File: src/rtl/seg7_pkg.sv
// ============================================================================
//  Module   : seg7_pkg
//  Purpose  : Shared constants, FSM state type and hex-to-segment decoder
//  Revision : 1.0
// ============================================================================
`default_nettype none

package seg7_pkg;

  localparam logic [6:0] SEG_BLANK = 7'h7F;
  localparam logic [3:0] AN_OFF    = 4'hF;

  typedef enum logic {
    ST_BLANK = 1'b0,
    ST_SCAN  = 1'b1
  } state_t;

  // Active-low segments, bit order {g,f,e,d,c,b,a}
  function automatic logic [6:0] hex2seg(input logic [3:0] nib);
    logic [6:0] s;
    case (nib)
      4'h0:    s = 7'b1000000;
      4'h1:    s = 7'b1111001;
      4'h2:    s = 7'b0100100;
      4'h3:    s = 7'b0110000;
      4'h4:    s = 7'b0011001;
      4'h5:    s = 7'b0010010;
      4'h6:    s = 7'b0000010;
      4'h7:    s = 7'b1111000;
      4'h8:    s = 7'b0000000;
      4'h9:    s = 7'b0010000;
      4'hA:    s = 7'b0001000;
      4'hB:    s = 7'b0000011;
      4'hC:    s = 7'b1000110;
      4'hD:    s = 7'b0100001;
      4'hE:    s = 7'b0000110;
      default: s = 7'b0001110;
    endcase
    return s;
  endfunction

endpackage

`default_nettype wire

File: src/rtl/seg7_prescaler.sv
// ============================================================================
//  Module   : seg7_prescaler
//  Purpose  : Free-running digit-tick prescaler with post-tick anode guard
//  Revision : 1.0
// ============================================================================
`default_nettype none

module seg7_prescaler #(
  parameter int DIV_W = 16,
  parameter int GUARD = 4
) (
  input  logic clk,
  input  logic reset,
  output logic tick,
  output logic guard_blank
);

  localparam logic [DIV_W-1:0] GUARD_LD = DIV_W'(GUARD);
  localparam logic [DIV_W-1:0] ONE      = DIV_W'(1);

  logic [DIV_W-1:0] cnt_q, cnt_d;
  logic [DIV_W-1:0] guard_q, guard_d;

  always_comb begin
    cnt_d   = cnt_q + ONE;
    tick    = &cnt_q;
    guard_d = guard_q;
    if (tick) begin
      guard_d = GUARD_LD;
    end else if (guard_q != '0) begin
      guard_d = guard_q - ONE;
    end
    // Looks one cycle ahead so the registered anodes go dark on the cycle right after the tick
    guard_blank = tick || (guard_q > ONE);
  end

  always_ff @(posedge clk or negedge reset) begin
    if (!reset) begin
      cnt_q   <= '0;
      guard_q <= '0;
    end else begin
      cnt_q   <= cnt_d;
      guard_q <= guard_d;
    end
  end

endmodule

`default_nettype wire

File: src/rtl/seg7_scan_driver.sv
// ============================================================================
//  Module   : seg7_scan_driver
//  Purpose  : Tear-free, ghost-free 4-digit hex scanner with valid/ready input
//  Revision : 1.0
// ============================================================================
`default_nettype none

module seg7_scan_driver
  import seg7_pkg::*;
#(
  parameter int DIV_W = 16,
  parameter int GUARD = 4
) (
  input  logic        clk,
  input  logic        reset,
  input  logic [15:0] data_in,
  input  logic        data_valid,
  output logic        data_ready,
  input  logic        blank_lz,
  output logic [6:0]  seg,
  output logic [3:0]  an,
  output logic        frame_strb
);

  logic tick;
  logic guard_blank;

  seg7_prescaler #(
    .DIV_W (DIV_W),
    .GUARD (GUARD)
  ) u_prescaler (
    .clk         (clk),
    .reset       (reset),
    .tick        (tick),
    .guard_blank (guard_blank)
  );

  state_t      state_q, state_d;
  logic [1:0]  idx_q, idx_d;
  logic [15:0] disp_q, disp_d;
  logic [15:0] pend_q, pend_d;
  logic        pend_full_q, pend_full_d;
  logic        data_ready_q, data_ready_d;
  logic        frame_strb_q, frame_strb_d;
  logic [6:0]  seg_q, seg_d;
  logic [3:0]  an_q, an_d;

  logic        xfer;
  logic [3:0]  shamt;
  logic [3:0]  nib;
  logic [15:0] upper;
  logic        lz_blank;

  always_comb begin
    state_d      = state_q;
    idx_d        = idx_q;
    disp_d       = disp_q;
    pend_d       = pend_q;
    pend_full_d  = pend_full_q;
    frame_strb_d = 1'b0;

    xfer = data_valid && data_ready_q;
    if (xfer) begin
      pend_d      = data_in;
      pend_full_d = 1'b1;
    end

    // A commit never coincides with a transfer: ready is low whenever pend_full is set
    case (state_q)
      ST_BLANK: begin
        if (tick && pend_full_q) begin
          disp_d      = pend_q;
          pend_full_d = 1'b0;
          idx_d       = 2'd0;
          state_d     = ST_SCAN;
        end
      end
      default: begin
        if (tick) begin
          idx_d = idx_q + 2'd1;
          if (idx_q == 2'd3) begin
            frame_strb_d = 1'b1;
            if (pend_full_q) begin
              disp_d      = pend_q;
              pend_full_d = 1'b0;
            end
          end
        end
      end
    endcase

    data_ready_d = !pend_full_d;

    shamt    = {idx_q, 2'b00};
    nib      = disp_q[shamt +: 4];
    upper    = disp_q >> shamt;
    lz_blank = blank_lz && (idx_q != 2'd0) && (upper == 16'h0000);

    if (state_q == ST_BLANK) begin
      seg_d = SEG_BLANK;
      an_d  = AN_OFF;
    end else begin
      seg_d = hex2seg(nib);
      an_d  = (guard_blank || lz_blank) ? AN_OFF : ~(4'b0001 << idx_q);
    end
  end

  always_ff @(posedge clk or negedge reset) begin
    if (!reset) begin
      state_q      <= ST_BLANK;
      idx_q        <= 2'd0;
      disp_q       <= 16'h0000;
      pend_q       <= 16'h0000;
      pend_full_q  <= 1'b0;
      data_ready_q <= 1'b1;
      frame_strb_q <= 1'b0;
      seg_q        <= SEG_BLANK;
      an_q         <= AN_OFF;
    end else begin
      state_q      <= state_d;
      idx_q        <= idx_d;
      disp_q       <= disp_d;
      pend_q       <= pend_d;
      pend_full_q  <= pend_full_d;
      data_ready_q <= data_ready_d;
      frame_strb_q <= frame_strb_d;
      seg_q        <= seg_d;
      an_q         <= an_d;
    end
  end

  assign data_ready = data_ready_q;
  assign frame_strb = frame_strb_q;
  assign seg        = seg_q;
  assign an         = an_q;

endmodule

`default_nettype wire

File: config.mk
export PLATFORM = sky130hd
export DESIGN_NAME = seg7_scan_driver
export DESIGN_NICKNAME = d
export VERILOG_FILES = /design/src/rtl/seg7_pkg.sv /design/src/rtl/seg7_prescaler.sv /design/src/rtl/seg7_scan_driver.sv
export SDC_FILE = /design/constraint.sdc
export NUM_CORES = 1
export LEC_CHECK = 0
export CAP_MARGIN = 15
export CORE_MARGIN = 2
export CORE_UTILIZATION = 55
export CTS_CLUSTER_SIZE = 12
export DETAILED_ROUTE_END_ITERATION = 7
export HOLD_SLACK_MARGIN = 0.15
export PLACE_DENSITY = 0.76
export SYNTH_ARGS = -nofsm -noshare
export SYNTH_HDL_FRONTEND = slang
export SYNTH_SLANG_ARGS = --single-unit
File: constraint.sdc
create_clock -name clk -period 6.2 [get_ports clk]
set_input_delay 0.62 -clock clk [delete_from_list [all_inputs] [get_ports clk]]
set_output_delay 0.62 -clock clk [all_outputs]
set_load 0.03 [all_outputs]
==> metrics.md <==
| Metric | Value |
|---|---|
| Run status | finished clean |
| Core Footprint | just under 0.007 mm^2 |
| Vias in the first global route | between 2000 and 2500 |
| Mapped Nets | between 300 and 400 |
| P_sw | 0.2522 mW |
| CTS root buf | clkbuf_8 |
| Critical Path, Cell by Cell | inv_1 > ha_1 > nor4b_1 > nor3b_2 > nor4_1 > xnor2_1 > nor2_1 |
| Final Net Count | 377 |
| Max VDD drop | between 150 and 200 uV |
| Synth Register Bits | 81 |
| Antenna cells | 0 |
| # fillers | between 500 and 600 |
| Highest-delay cell along the critical path | nor4b_1 |
| Synth warnings | 0 |
| Worst-path clk slew | ~0.09 ns |
| Largest stage delay on the critical path | 0.65 ns |
| Post-cts resize count | 0 |
| GP Congestion | between 0.7 and 0.8 |
| Hold buffer count at cts | 0 |
| Mean post-synth cell area | around 12 um^2 |
| Post-synthesis instance area | approximately 0.0038 mm^2 |
| Avg WL per Cell | 15.41 um |
| Hold Vio Cnt, Final | 0 |
| Antenna violations before repair | 0 |
| Effective utilization at floorplan | 56.28% |
| Switching part of the total | approximately 25% |
| Seq. cell area | 0.002042 mm^2 |
| Largest net degree at the start of global routing | 82 |
| # Post-CTS Setup Buffers | 0 |
| First-pass GRT wire length | 11.25 mm |
| Ys async rst share | 100.0% |
| RSZ-0062 raised after global routing | false |
| Distinct cell type count after synthesis | 45 |
| Most used DFF post-synth | dfrtp_1 |
| Maxcap violations | 0 |
| Total Neg Setup Slack | 0 ns |
| PortBufs | 32 |
| Tot Pwr | about 1.0 mW |
| Gate Count Post-Synth | between 300 and 400 |
| CTS tree | yes |
| Final ANT Viol Nets | 0 |
| Area growth, synth to finish | 14.61% |
| Slew Limit Fails | 0 |
| Worst Path Arrival | around 2.7 ns |
| All-Layer GR Usage | about a fifth |
| Fmax | around 410 MHz |
| Commonest non-fill, non-tap cell in the layout | dfrtp_1 |
| Number of clock sinks | slightly above 80 |
| Power Internal | ~0.77 mW |
| HP Class | input pin to async pin |
| Routed WL | between 6 and 7 mm |
| Full die area | 0.007594 mm^2 |
| Initial DRT Pass Iterations | 4 |
| Drt first-iter violations | between 90 and 100 |
| Pleak | 1.991 nW |
| WS Path Type | register to register |
| Chip width | between 80 and 90 um |
| Commonest non-fill, non-tap cells in the layout | dfrtp_1 (69), clkdlybuf4s50_1 (31), mux2_2 (24) |
| Endpoints failing setup | 0 |
| Num ports | 33 |
| WP buf/inv | 1 |
| Htree depth | 3 |
| Largest fanout on the critical path | 10 |
| Period utilization | approximately two fifths |
| Multi-input logic area | between 0.0015 and 0.002 mm^2 |
| Sequential power share | 58.5% |
| CP endpoint kind | register |
| Required @ worst endpoint | approximately 6.4 ns |
| Drt drc | 0 |
| Worst-case clock buffer depth | 2 |
| Vias | 2429 |
| GR Overflow Total | 0 |
| Crit start category | register |
| Max-slew headroom | 33.90% |
| Crit path max-delay family | simple AND/OR/NAND/NOR gates |
| Site Rows | 30 |
| Combinational power share | under 10% |
| Clk_lat worst skew | 0.34 ns |
| Via density | ~5.7 |
| Share of post-route cells with drive strength above 1 | between 20% and 30% |
| Pwr Density | around 230 mW/mm^2 |
| CTS Buf Count | 9 |
| EDFF count, synth | 0 |
| Die height | ~87 um |
| Worst-Margin Slew | around 1 ns |
| Clock power frac | between 30% and 40% |
| Worst Skew | between 0.009 and 0.01 ns |
| Final HPWL DP | approximately 4.5 mm |
| Final Critical Period | about 2.4 ns |
| Sequential fraction of the synthesis area | between 50% and 60% |
## path summary, 6_finish.rpt
| kind | startpoint | endpoint | slack, ns | cells past startpoint |
|---|---|---|---|---|
| worst min-delay path | reset | u_prescaler.guard_q[15]$_DFFE_PN0P_ | 0.43 | 1 |
| max in group asynchronous | reset | u_prescaler.cnt_q[10]$_DFF_PN0_ | 5.12 | 1 |
| min in group clk | u_prescaler.cnt_q[4]$_DFF_PN0_ | u_prescaler.cnt_q[4]$_DFF_PN0_ | 0.47 | 1 |
| worst max-delay path | u_prescaler.guard_q[0]$_DFFE_PN0P_ | u_prescaler.guard_q[11]$_DFFE_PN0P_ | 3.75 | 7 |
| worst min register to register | u_prescaler.cnt_q[4]$_DFF_PN0_ | u_prescaler.cnt_q[4]$_DFF_PN0_ | 0.47 | 1 |
| worst max register to register | u_prescaler.guard_q[0]$_DFFE_PN0P_ | u_prescaler.guard_q[11]$_DFFE_PN0P_ | 3.75 | 7 |
## registers in the layout, summed over array words and instances (netlist names)
register	flops
an	4
data_ready	1
disp_q	16
frame_strb	1
idx_q	2
pend_full_q	1
pend_q	16
seg	7
state_q	1
u_prescaler.cnt_q	16
u_prescaler.guard_q	16
## routing by layer
layer  track usage, %  up-vias  share of wire, %  wire length (um)
li1                 -     1172                 -                 -
met1            27.30     1203                48              3167
met2            29.63       45                48              3165
met3            2.654        9               2.4               161
met4            7.972        0               1.8               116
met5                0        -                 0                 0
## synthesized netlist by cell type (2+ instances only)
cell type	instances	area share [%]
a211oi_1	2	0.39
a21o_1	4	0.79
a21oi_1	8	1.1
a311oi_1	2	0.46
a31oi_1	4	0.66
and2_1	2	0.33
and3_1	5	0.82
and4_1	2	0.46
buf_2	3	0.39
clkbuf_1	5	0.49
dfrtp_1	69	45
dfstp_2	12	8.3
ha_1	13	4.3
inv_1	12	1.2
mux2_2	24	7.1
mux2_4	8	3.2
mux4_2	5	3.0
nand2_1	15	1.5
nand2b_1	5	0.82
nand3_1	14	1.8
nand4_1	2	0.33
nor2_1	19	1.9
nor3_1	6	0.79
nor4_1	8	1.3
nor4_2	2	0.66
o211ai_1	4	0.79
o21a_1	2	0.39
o21ai_0	9	1.2
or2_2	2	0.33
or3_1	5	0.82
or4_1	2	0.39
xnor2_1	18	4.1
xor2_1	5	1.2
## power groups by stage
stage	registers (mW)	clock network, mW	logic (mW)
after floorplan	0.599	0	0.0427
after global routing	0.602	0.388	0.0775
final	0.596	0.353	0.0691
after detailed placement	0.607	0	0.0710
after global placement	0.604	0	0.0686
after CTS	0.597	0.362	0.0712
## cells by family (layout without fill, tap and decap cells)
group           after synthesis  count (layout)  share of synthesized area [%]
mux                          38              38                          13.49
flops                        81              81                          53.70
buf+inv                      22              61                          2.468
xor+xnor                     23              23                          5.298
compound gates               37              37                          6.186
simple gates                 96              96                          14.58
fa+ha+maj                    13              13                          4.278
## final cells by class
cell class | count | area share [%]
Tap cell | 80 | 2.297
Sequential cell | 81 | 46.86
Timing Repair Buffer | 33 | 7.465
Clock buffer | 9 | 2.842
Inverter | 12 | 1.034
Clock inverter | 7 | 1.263
Multi-Input combinational cell | 207 | 38.24
## metrics by stage
step | utilization [%] | setup WS (ns) | hold WS, ns | cells | instance area, um^2
after CTS | 64.50 | 3.825 | 0.4740 | 429 | 4358
final | 64.50 | 3.752 | 0.4267 | 429 | 4358
after global placement | 61.85 | 3.937 | 0.4517 | 413 | 4179
after global routing | 64.50 | 3.489 | 0.5044 | 429 | 4358
after floorplan | - | 4.141 | 0.3244 | 310 | 3802
after detailed placement | 61.85 | 3.849 | 0.4600 | 413 | 4179
## worst register-to-register path: stages, from the launching register on
cell     delay (ns)
dfrtp_1        0.43
inv_1          0.10
ha_1           0.14
nor4b_1        0.65
nor3b_2        0.64
nor4_1         0.14
xnor2_1        0.18
nor2_1         0.05
Note: power is estimated with default switching activity, not from simulation.
